==> src/rtl/alu_adder_arb_pkg.sv <==
// Shared types and helpers for the adder arbiter: data width, state encoding
// and the round-robin pointer advance.
package alu_adder_arb_pkg;

   localparam int WIDTH_C     = 64;
   localparam int NUM_REQ_MAX = 8;

   typedef enum logic [0:0] {
      ST_EMPTY = 1'b0,
      ST_FULL  = 1'b1
   } arb_state_e;

   function automatic int rr_next(input int idx, input int n);
      return (idx + 1 >= n) ? 0 : idx + 1;
   endfunction

endpackage

==> src/rtl/adder_64bit.sv <==
// Two's-complement 64-bit adder with signed-overflow flag.
module adder_64bit (
   input  logic signed [63:0] A,
   input  logic signed [63:0] B,
   output logic signed [63:0] Sum,
   output logic               carry_overflow
);

   assign Sum            = A + B;
   assign carry_overflow = (A[63] == B[63]) && (Sum[63] != A[63]);

endmodule

==> src/rtl/rr_arbiter.sv <==
// Combinational round-robin arbiter: first asserted request at or after the
// pointer wins; the index defaults to the pointer when nothing is granted.
module rr_arbiter
   import alu_adder_arb_pkg::*;
#(
   parameter int NUM_REQ = 3
) (
   input  logic [NUM_REQ-1:0]         req,
   input  logic [$clog2(NUM_REQ)-1:0] ptr,
   input  logic                       en,
   output logic [NUM_REQ-1:0]         grant,
   output logic [$clog2(NUM_REQ)-1:0] grant_idx
);

   localparam int ID_W = $clog2(NUM_REQ);

   logic [ID_W-1:0] idx;
   logic            found;

   always_comb begin
      grant     = '0;
      grant_idx = ptr;
      found     = 1'b0;
      idx       = ptr;
      for (int off = 0; off < NUM_REQ; off++) begin
         idx = ID_W'((int'(ptr) + off) % NUM_REQ);
         if (en && !found && req[idx]) begin
            grant[idx] = 1'b1;
            grant_idx  = idx;
            found      = 1'b1;
         end
      end
   end

endmodule

==> src/rtl/alu_adder_arbiter.sv <==
// Shares one adder_64bit among NUM_REQ requesters with round-robin fairness;
// results are registered one cycle after acceptance and tagged with the owner id.
module alu_adder_arbiter
   import alu_adder_arb_pkg::*;
#(
   parameter int WIDTH   = WIDTH_C,
   parameter int NUM_REQ = 3
) (
   input  logic                       clk,
   input  logic                       rst_n,
   input  logic [NUM_REQ-1:0]         req_valid,
   output logic [NUM_REQ-1:0]         req_ready,
   input  logic [NUM_REQ*WIDTH-1:0]   req_a,
   input  logic [NUM_REQ*WIDTH-1:0]   req_b,
   output logic                       rsp_valid,
   input  logic                       rsp_ready,
   output logic [$clog2(NUM_REQ)-1:0] rsp_id,
   output logic [WIDTH-1:0]           rsp_sum,
   output logic                       rsp_ovf
);

   localparam int ID_W = $clog2(NUM_REQ);

   arb_state_e               state_p1;
   logic [ID_W-1:0]          ptr_p1;
   logic                     can_accept_p0;
   logic [NUM_REQ-1:0]       grant_p0;
   logic [ID_W-1:0]          grant_idx_p0;
   logic                     vld_p0;
   logic signed [WIDTH-1:0]  add_a_p0;
   logic signed [WIDTH-1:0]  add_b_p0;
   logic signed [WIDTH-1:0]  sum_p0;
   logic                     ovf_p0;

   // Stage p0: arbitration and operand mux into the shared adder
   assign can_accept_p0 = rst_n && ((state_p1 == ST_EMPTY) || rsp_ready);

   rr_arbiter #(.NUM_REQ(NUM_REQ)) u_rr_arbiter (
      .req       (req_valid),
      .ptr       (ptr_p1),
      .en        (can_accept_p0),
      .grant     (grant_p0),
      .grant_idx (grant_idx_p0)
   );

   assign req_ready = grant_p0;
   assign vld_p0    = |grant_p0;
   assign add_a_p0  = $signed(req_a[grant_idx_p0*WIDTH +: WIDTH]);
   assign add_b_p0  = $signed(req_b[grant_idx_p0*WIDTH +: WIDTH]);

   adder_64bit u_adder_64bit (
      .A              (add_a_p0),
      .B              (add_b_p0),
      .Sum            (sum_p0),
      .carry_overflow (ovf_p0)
   );

   // Stage p1: result register, occupancy state and round-robin pointer
   always_ff @(posedge clk or negedge rst_n) begin
      if (!rst_n) begin
         state_p1 <= ST_EMPTY;
         ptr_p1   <= '0;
         rsp_id   <= '0;
         rsp_sum  <= '0;
         rsp_ovf  <= 1'b0;
      end else if (vld_p0) begin
         state_p1 <= ST_FULL;
         ptr_p1   <= ID_W'(rr_next(int'(grant_idx_p0), NUM_REQ));
         rsp_id   <= grant_idx_p0;
         rsp_sum  <= sum_p0;
         rsp_ovf  <= ovf_p0;
      end else if (state_p1 == ST_FULL && rsp_ready) begin
         state_p1 <= ST_EMPTY;
      end
   end

   assign rsp_valid = (state_p1 == ST_FULL);

endmodule

==> config.mk <==
export PLATFORM = sky130hd
export DESIGN_NAME = alu_adder_arbiter
export DESIGN_NICKNAME = d
export VERILOG_FILES = /design/src/rtl/alu_adder_arb_pkg.sv /design/src/rtl/adder_64bit.sv /design/src/rtl/rr_arbiter.sv /design/src/rtl/alu_adder_arbiter.sv
export SDC_FILE = /design/constraint.sdc
export NUM_CORES = 1
export LEC_CHECK = 0
export ABC_CLOCK_PERIOD_IN_PS = 5200
export BUFFER_PORTS_ARGS = -buffer_cell sky130_fd_sc_hd__buf_4
export CAP_MARGIN = 15
export CORE_AREA = 2 2 181 183
export DETAILED_ROUTE_END_ITERATION = 8
export DIE_AREA = 0 0 183 185
export GPL_ROUTABILITY_DRIVEN = 0
export SLEW_MARGIN = 20
export SYNTH_ARGS = -nofsm -noshare
export SYNTH_HDL_FRONTEND = slang
export SYNTH_SLANG_ARGS = --single-unit
==> constraint.sdc <==
create_clock -name clk -period 5.2 [get_ports clk]
set_input_delay 0.26 -clock clk [delete_from_list [all_inputs] [get_ports clk]]
set_output_delay 0.26 -clock clk [all_outputs]
set_load 0.01 [all_outputs]
### Yosys cells after proc, flatten, opt, wreduce, memory -nomap -nowiden

Cells that the tools add are included.

| word-level totals | value |
|---|---|
| latch bits | 0 |
| word-level logic and storage cells | 65 |
| input port bits | 390 |
| output and inout bits | 71 |
| register bits after elaboration | 70 |
| memories | 0 |
| ROM bits | 0 |
| RAM bits | 0 |

| cells by class | value |
|---|---|
| div/mod/pow operators | 3 |
| multiplexer cells | 23 |
| bitwise logic cells | 3 |
| equality and inequality tests | 2 |
| shift-type cells | 2 |
| $lt $le $gt $ge | 7 |
| multipliers | 0 |
| reduce and logical (&&, ||, !) cells | 16 |
| add/sub/neg operators | 4 |

Operator list:

| kind | count |
|---|---|
| $shiftx 192x9->64 | 2 |
| $add 64x64->64 | 1 |
| $mod 32x3->32 const B | 2 |
| $mod 3x3->32 const B | 1 |
| $logic_and 1x1->1 | 11 |
| $mux 1 | 10 |
| $lt 2x3->1 const B | 3 |
| $mux 3 | 3 |
| $mux 2 | 4 |
| $add 2x1->3 const B | 2 |
| $bmux 1 s2 | 3 |
| $demux 1 s2 | 3 |
| $ge 2x1->1 const B | 3 |
| $or 3x3->3 | 2 |
| $add 2x2->3 const B | 1 |
| $ge 3x2->1 const B | 1 |
| $reduce_or 3->1 | 1 |
| $logic_not 1->1 | 2 |
| $reduce_bool 2->1 | 1 |
| $eq 1x1->1 | 1 |
| $logic_or 1x1->1 | 1 |
| $ne 1x1->1 | 1 |
| $not 1->1 | 1 |

### Depth between registers and ports, before layout

| logic depth | value |
|---|---|
| word-level depth | 17 |
| mapped depth | 29 |
| mapped depth without buffers | 24 |

### Cells and area by module

Synthesis repeated with hierarchy kept, for this count alone.

| unflattened totals | value |
|---|---|
| cell total of the unflattened synthesis | 1039 |
| area total of the unflattened synthesis | 9321.4 µm² |

Modules (own cells, without submodules):

| module | times used | cells an instance | area an instance (µm²) | sequential area each (µm²) |
|---|---|---|---|---|
| alu_adder_arbiter | 1 | 451 | 5268.8 | 1751.7 |
| adder_64bit | 1 | 546 | 3701.0 | 0.0 |
| rr_arbiter | 1 | 42 | 351.6 | 0.0 |

### Worst setup path after synthesis

Ideal clock, no wire load.

| timing | value |
|---|---|
| kind | register to register |
| start | register ptr_p1[1] |
| end | register rsp_sum[57] |
| setup time | 129 ps |
| slack | -386 ps |
| period minus slack after synthesis | 5586 ps |
| stages on the path, launching flop included | 27 |
| required time | 5071 ps |
| data arrival time | 5457 ps |
| path buffers | 4 |
| path through | dfrtp_1 inv_1 ha_1 nand2b_1 a21oi_2 or3_4 a211oi_4 mux2_4 buf_6 nor2_4 buf_4 buf_2 clkbuf_1 nand2_1 o21ai_0 ha_1 a211oi_2 o21ai_0 a221oi_2 o21a_1 and3b_1 o21ai_1 a31oi_2 or4_1 a31oi_1 xor2_1 o21ai_1 |

| on the way | value |
|---|---|
| word-level cells in the longest chain between the ends | 15 |
| elaborated cells between the ends (all ways) | 47 |
| classes of those cells | add/sub (3); div (3); order compare (6); shift (2); mux (20); bitwise (2); reduce/logical (11) |

RTL lines:

| item | line | RTL |
|---|---|---|
| from (decl) | alu_adder_arbiter.sv:25 | `logic [ID_W-1:0] ptr_p1;` |
| from (signal assigned) | alu_adder_arbiter.sv:68 | `ptr_p1 <= ID_W'(rr_next(int'(grant_idx_p0), NUM_REQ));` |
| branches (longest 15 deep; another with $add 64x64->64) | n/a |  |
| to (signal assigned) | alu_adder_arbiter.sv:70 | `rsp_sum <= sum_p0;` |
| to (decl) | alu_adder_arbiter.sv:18 | `output logic [WIDTH-1:0] rsp_sum,` |

Several ways; the timed one is not identified. The select of a mux whose other input is x is not followed.
A chain may end at the register's enable or synchronous reset.

### Final worst setup path

Ends and elaborated chain as after synthesis.

==> results.toml <==
[outcome]
run_status = "finished, violations left"
failed_checks = "negative setup slack"

[clock_tree]
ctsRootBufferMaster = "sky130_fd_sc_hd__clkbuf_16"
clk_pin_slew_ns = 0.06
h_tree_depth = 3
clock_sink_count = 70
clk_latency_ns = 0.34
hold_buffers = 0
cts_buffer_depth = 2
cts_inserted_buffers = 9
tritoncts = "built"

[detailed_routing]
initialDrtViolationCount = 530
drc = 0
finalWirelength_um = 39030
drtAntennaViolNets = 0
first_pass_iters = 5
avgRoutedWirePerCell_um = 17.09
vias_per_cell = 4.965
detailed_route_via_count = 11339

[finish]
seq_cell_area_um2 = 1752
num_antenna_cells = 0
fillers = 3047
multiInputGateArea_um2 = 7461
area_overhead_of_the_layout_relative_to_synthesis_pct = 81.51
drive_gt1_share_pct = 47.01
finish.utilization_pct = 50.11
num-nets-final = 2330

[worst_hold_path]
worstHoldPathType = "input pin to async pin"

[setup_path]
critical-path-top-cell-by-count = "sky130_fd_sc_hd__buf_4"
crit_path_top_delay_cell = "sky130_fd_sc_hd__or4_1"
regToRegSetupSlack_ns = -0.32
reg2reg_depth = 25
path_max_fanout = 6
worstPathRequired_ns = 5.40
timing.critical_path.arrival_ns = 5.72
r2r_startpoint = "ptr_p1[1]"
timing.critical_path.to = "rsp_sum[57]"
timing.setup.critical_path_class = "flop to flop"
critical_path_source_type = "flop"
regToRegEndpoint = "rsp_sum[57]"
worstSetupStartpoint = "ptr_p1[1]"
critical_path.max_stage_delay_ns = 0.42
setup.worst_path.end_class = "flop"

[synthesis]
synth.top_cell.area_share_pct = 19.80
post_synth_instance_area_um2 = 8846
syn_avg_cell_area_um2 = 7.402
post_synth_main_area_contributors = "sky130_fd_sc_hd__dfrtp_1 20%, sky130_fd_sc_hd__mux2i_1 15%, sky130_fd_sc_hd__o21ai_0 13%"
synth_warnings = 0
synth.net_count = 1653
yosys_most_used_dff = "sky130_fd_sc_hd__dfrtp_1"
yosys.area.top_type = "sky130_fd_sc_hd__dfrtp_1"
netlist_instances = 1195
synth.distinct_cells = 66
synth_seq_area_share_pct = 19.80
synthArstFlopShare_pct = 100.0
postSynthRegisterBits = 70
number_of_synthesized_flops_with_an_enable_pin = 0

[placement]
detailed_place_hpwl_um = 29730
pre_cts_slack_ns = -0.5654
port_buffers = 460

[die]
floorplan.core_area_um2 = 32040
die_area_um2 = 33860
number_of_i_o_pins = 461
rows = 66
initial_core_utilization_pct = 27.61
die_width_um = 183
die-height_um = 185

[sta]
timing.final.crit_share_pct = 106.1
setup_ws_ns = -0.3157
rsz0062_at_grt = "true"
tns_ns = -2.433
fmaxAchievable_ghz = 0.1813
final.min_clock_period_ns = 5.516
timing_hold_violations_final = 0
max_slew.worst_pin.slew_ns = 0.7764
clock_skew_ns = 0.008015
relSlewSlack_pct = 47.70
report.final.setup_viol = 17
finalHoldWorstSlack_ns = 0.1679
finalMaxSlewViolations = 0

[flow_run]
drv_cap = 0

[global_routing]
grt_first_pass_wirelength_um = 57230
grt_max_degree = 71
antenna_found_initial = 0
gr-usage-all-layers_pct = 21.42
grt.overflow.total = 0
first_global_vias = 10955
[sequential cells by signal, summed over array words and instances (netlist names)]
register	count
rsp_valid	1
rsp_sum	64
rsp_ovf	1
rsp_id	2
ptr_p1	2
[worst min-delay path by stage]
stage               startpoint          to  cells past startpoint
global route             rst_n  rsp_sum[4]                      3
global placement    rsp_sum[0]  rsp_sum[0]                      2
CTS                      rst_n  rsp_sum[4]                      3
floorplan                rst_n   ptr_p1[0]                      0
detailed placement  rsp_sum[0]  rsp_sum[0]                      2
finish                   rst_n   rsp_id[0]                      3
[layout by cell type (no fill, tap or decap), types with 5 or more instances in the layout]
cell type                   count
sky130_fd_sc_hd__a211oi_2       5
sky130_fd_sc_hd__a21o_1        33
sky130_fd_sc_hd__a21oi_1       44
sky130_fd_sc_hd__a21oi_2       20
sky130_fd_sc_hd__buf_12        11
sky130_fd_sc_hd__buf_16         7
sky130_fd_sc_hd__buf_4        693
sky130_fd_sc_hd__buf_6         22
sky130_fd_sc_hd__clkbuf_16     11
sky130_fd_sc_hd__dfrtp_1       70
sky130_fd_sc_hd__ha_1          62
sky130_fd_sc_hd__inv_1         21
sky130_fd_sc_hd__mux2i_1      125
sky130_fd_sc_hd__nand2_1      238
sky130_fd_sc_hd__nand2b_1       7
sky130_fd_sc_hd__nand3_1        7
sky130_fd_sc_hd__nand4_1       18
sky130_fd_sc_hd__nor2_1        37
sky130_fd_sc_hd__nor2b_1        5
sky130_fd_sc_hd__nor3_1         7
sky130_fd_sc_hd__o21a_1         9
sky130_fd_sc_hd__o21ai_0      165
sky130_fd_sc_hd__o21ai_1       41
sky130_fd_sc_hd__o21ai_2       17
sky130_fd_sc_hd__o21ai_4        5
sky130_fd_sc_hd__o21bai_1       8
sky130_fd_sc_hd__xnor2_1       31
sky130_fd_sc_hd__xor2_1        26
[cells in the mapped netlist, types with 3 or more instances]
| library cell | n |
|---|---|
| sky130_fd_sc_hd__xnor2_1 | 34 |
| sky130_fd_sc_hd__a31oi_1 | 7 |
| sky130_fd_sc_hd__o211ai_1 | 4 |
| sky130_fd_sc_hd__o21a_1 | 10 |
| sky130_fd_sc_hd__or3_1 | 4 |
| sky130_fd_sc_hd__buf_2 | 18 |
| sky130_fd_sc_hd__a22oi_1 | 3 |
| sky130_fd_sc_hd__o21ai_0 | 222 |
| sky130_fd_sc_hd__a221oi_1 | 4 |
| sky130_fd_sc_hd__dfrtp_1 | 70 |
| sky130_fd_sc_hd__nand2_1 | 242 |
| sky130_fd_sc_hd__nand3_1 | 9 |
| sky130_fd_sc_hd__and2_1 | 5 |
| sky130_fd_sc_hd__nor3_1 | 11 |
| sky130_fd_sc_hd__clkbuf_1 | 51 |
| sky130_fd_sc_hd__a211oi_1 | 9 |
| sky130_fd_sc_hd__nor2_1 | 39 |
| sky130_fd_sc_hd__and3_1 | 3 |
| sky130_fd_sc_hd__xor2_1 | 26 |
| sky130_fd_sc_hd__nand4_1 | 18 |
| sky130_fd_sc_hd__inv_1 | 22 |
| sky130_fd_sc_hd__ha_1 | 67 |
| sky130_fd_sc_hd__o21bai_1 | 9 |
| sky130_fd_sc_hd__a21oi_1 | 67 |
| sky130_fd_sc_hd__mux2i_1 | 130 |
| sky130_fd_sc_hd__o31ai_1 | 6 |
| sky130_fd_sc_hd__a21boi_0 | 4 |
| sky130_fd_sc_hd__o21ai_1 | 6 |
| sky130_fd_sc_hd__a21o_1 | 33 |
| sky130_fd_sc_hd__nand2b_1 | 8 |
| sky130_fd_sc_hd__mux2_2 | 6 |
| sky130_fd_sc_hd__nor2b_1 | 5 |
[per-stage QoR]
step                      std cells  instance area, um2
after floorplan                1195                8929
after detailed placement       2204               14280
after global placement         2204               14280
final                          2284               16060
after CTS                      2252               15300
after global routing           2284               16060
[critical path, delay by kind of cell, from the launching register on]
kind | cells | cell delay (ns)
AO/OA/AOI/OAI | 10 | 1.81
AND/OR/NAND/NOR | 5 | 1.25
buffers and inverters | 5 | 0.71
multiplexers | 2 | 0.59
adder cells (fa/ha/maj) | 2 | 0.48
flip-flops | 1 | 0.40
XOR/XNOR | 1 | 0.15
[routing by layer]
layer / track usage (%) / part of all wire [%]
met5: 0 / 0.015
met4: 5.056 / 1.7
met3: 3.166 / 4.9
met2: 39.82 / 52
met1: 25.89 / 42
[cells by family (layout without fill, tap and decap cells)]
group           after synthesis  count (layout)  synth area share [%]
fa+ha+maj                    68              68                 9.703
compound gates              407             407                 26.92
mux                         137             138                 15.64
flops                        70              70                 19.80
buf+inv                      94             774                 4.371
xor+xnor                     60              60                 5.941
simple gates                359             359                 17.62
[layout make-up]
cell class | count | area share, %
sequential | 70 | 10.91
timing repair buffer | 737 | 37.12
clock buffer | 11 | 1.512
tap | 408 | 3.179
clock inverter | 4 | 0.2961
multi-input combinational | 1032 | 46.47
inverter | 22 | 0.5143
[repair_timing]
item	4_1_cts	5_1_grt
resized for setup	75	142
pin swaps	32	70
endpoints found under the setup margin	30	39
cloned	8	2
setup buffers	25	34
Power is not shown: default switching activity piles up to over one toggle a cycle in this logic, so the estimate is an artifact.
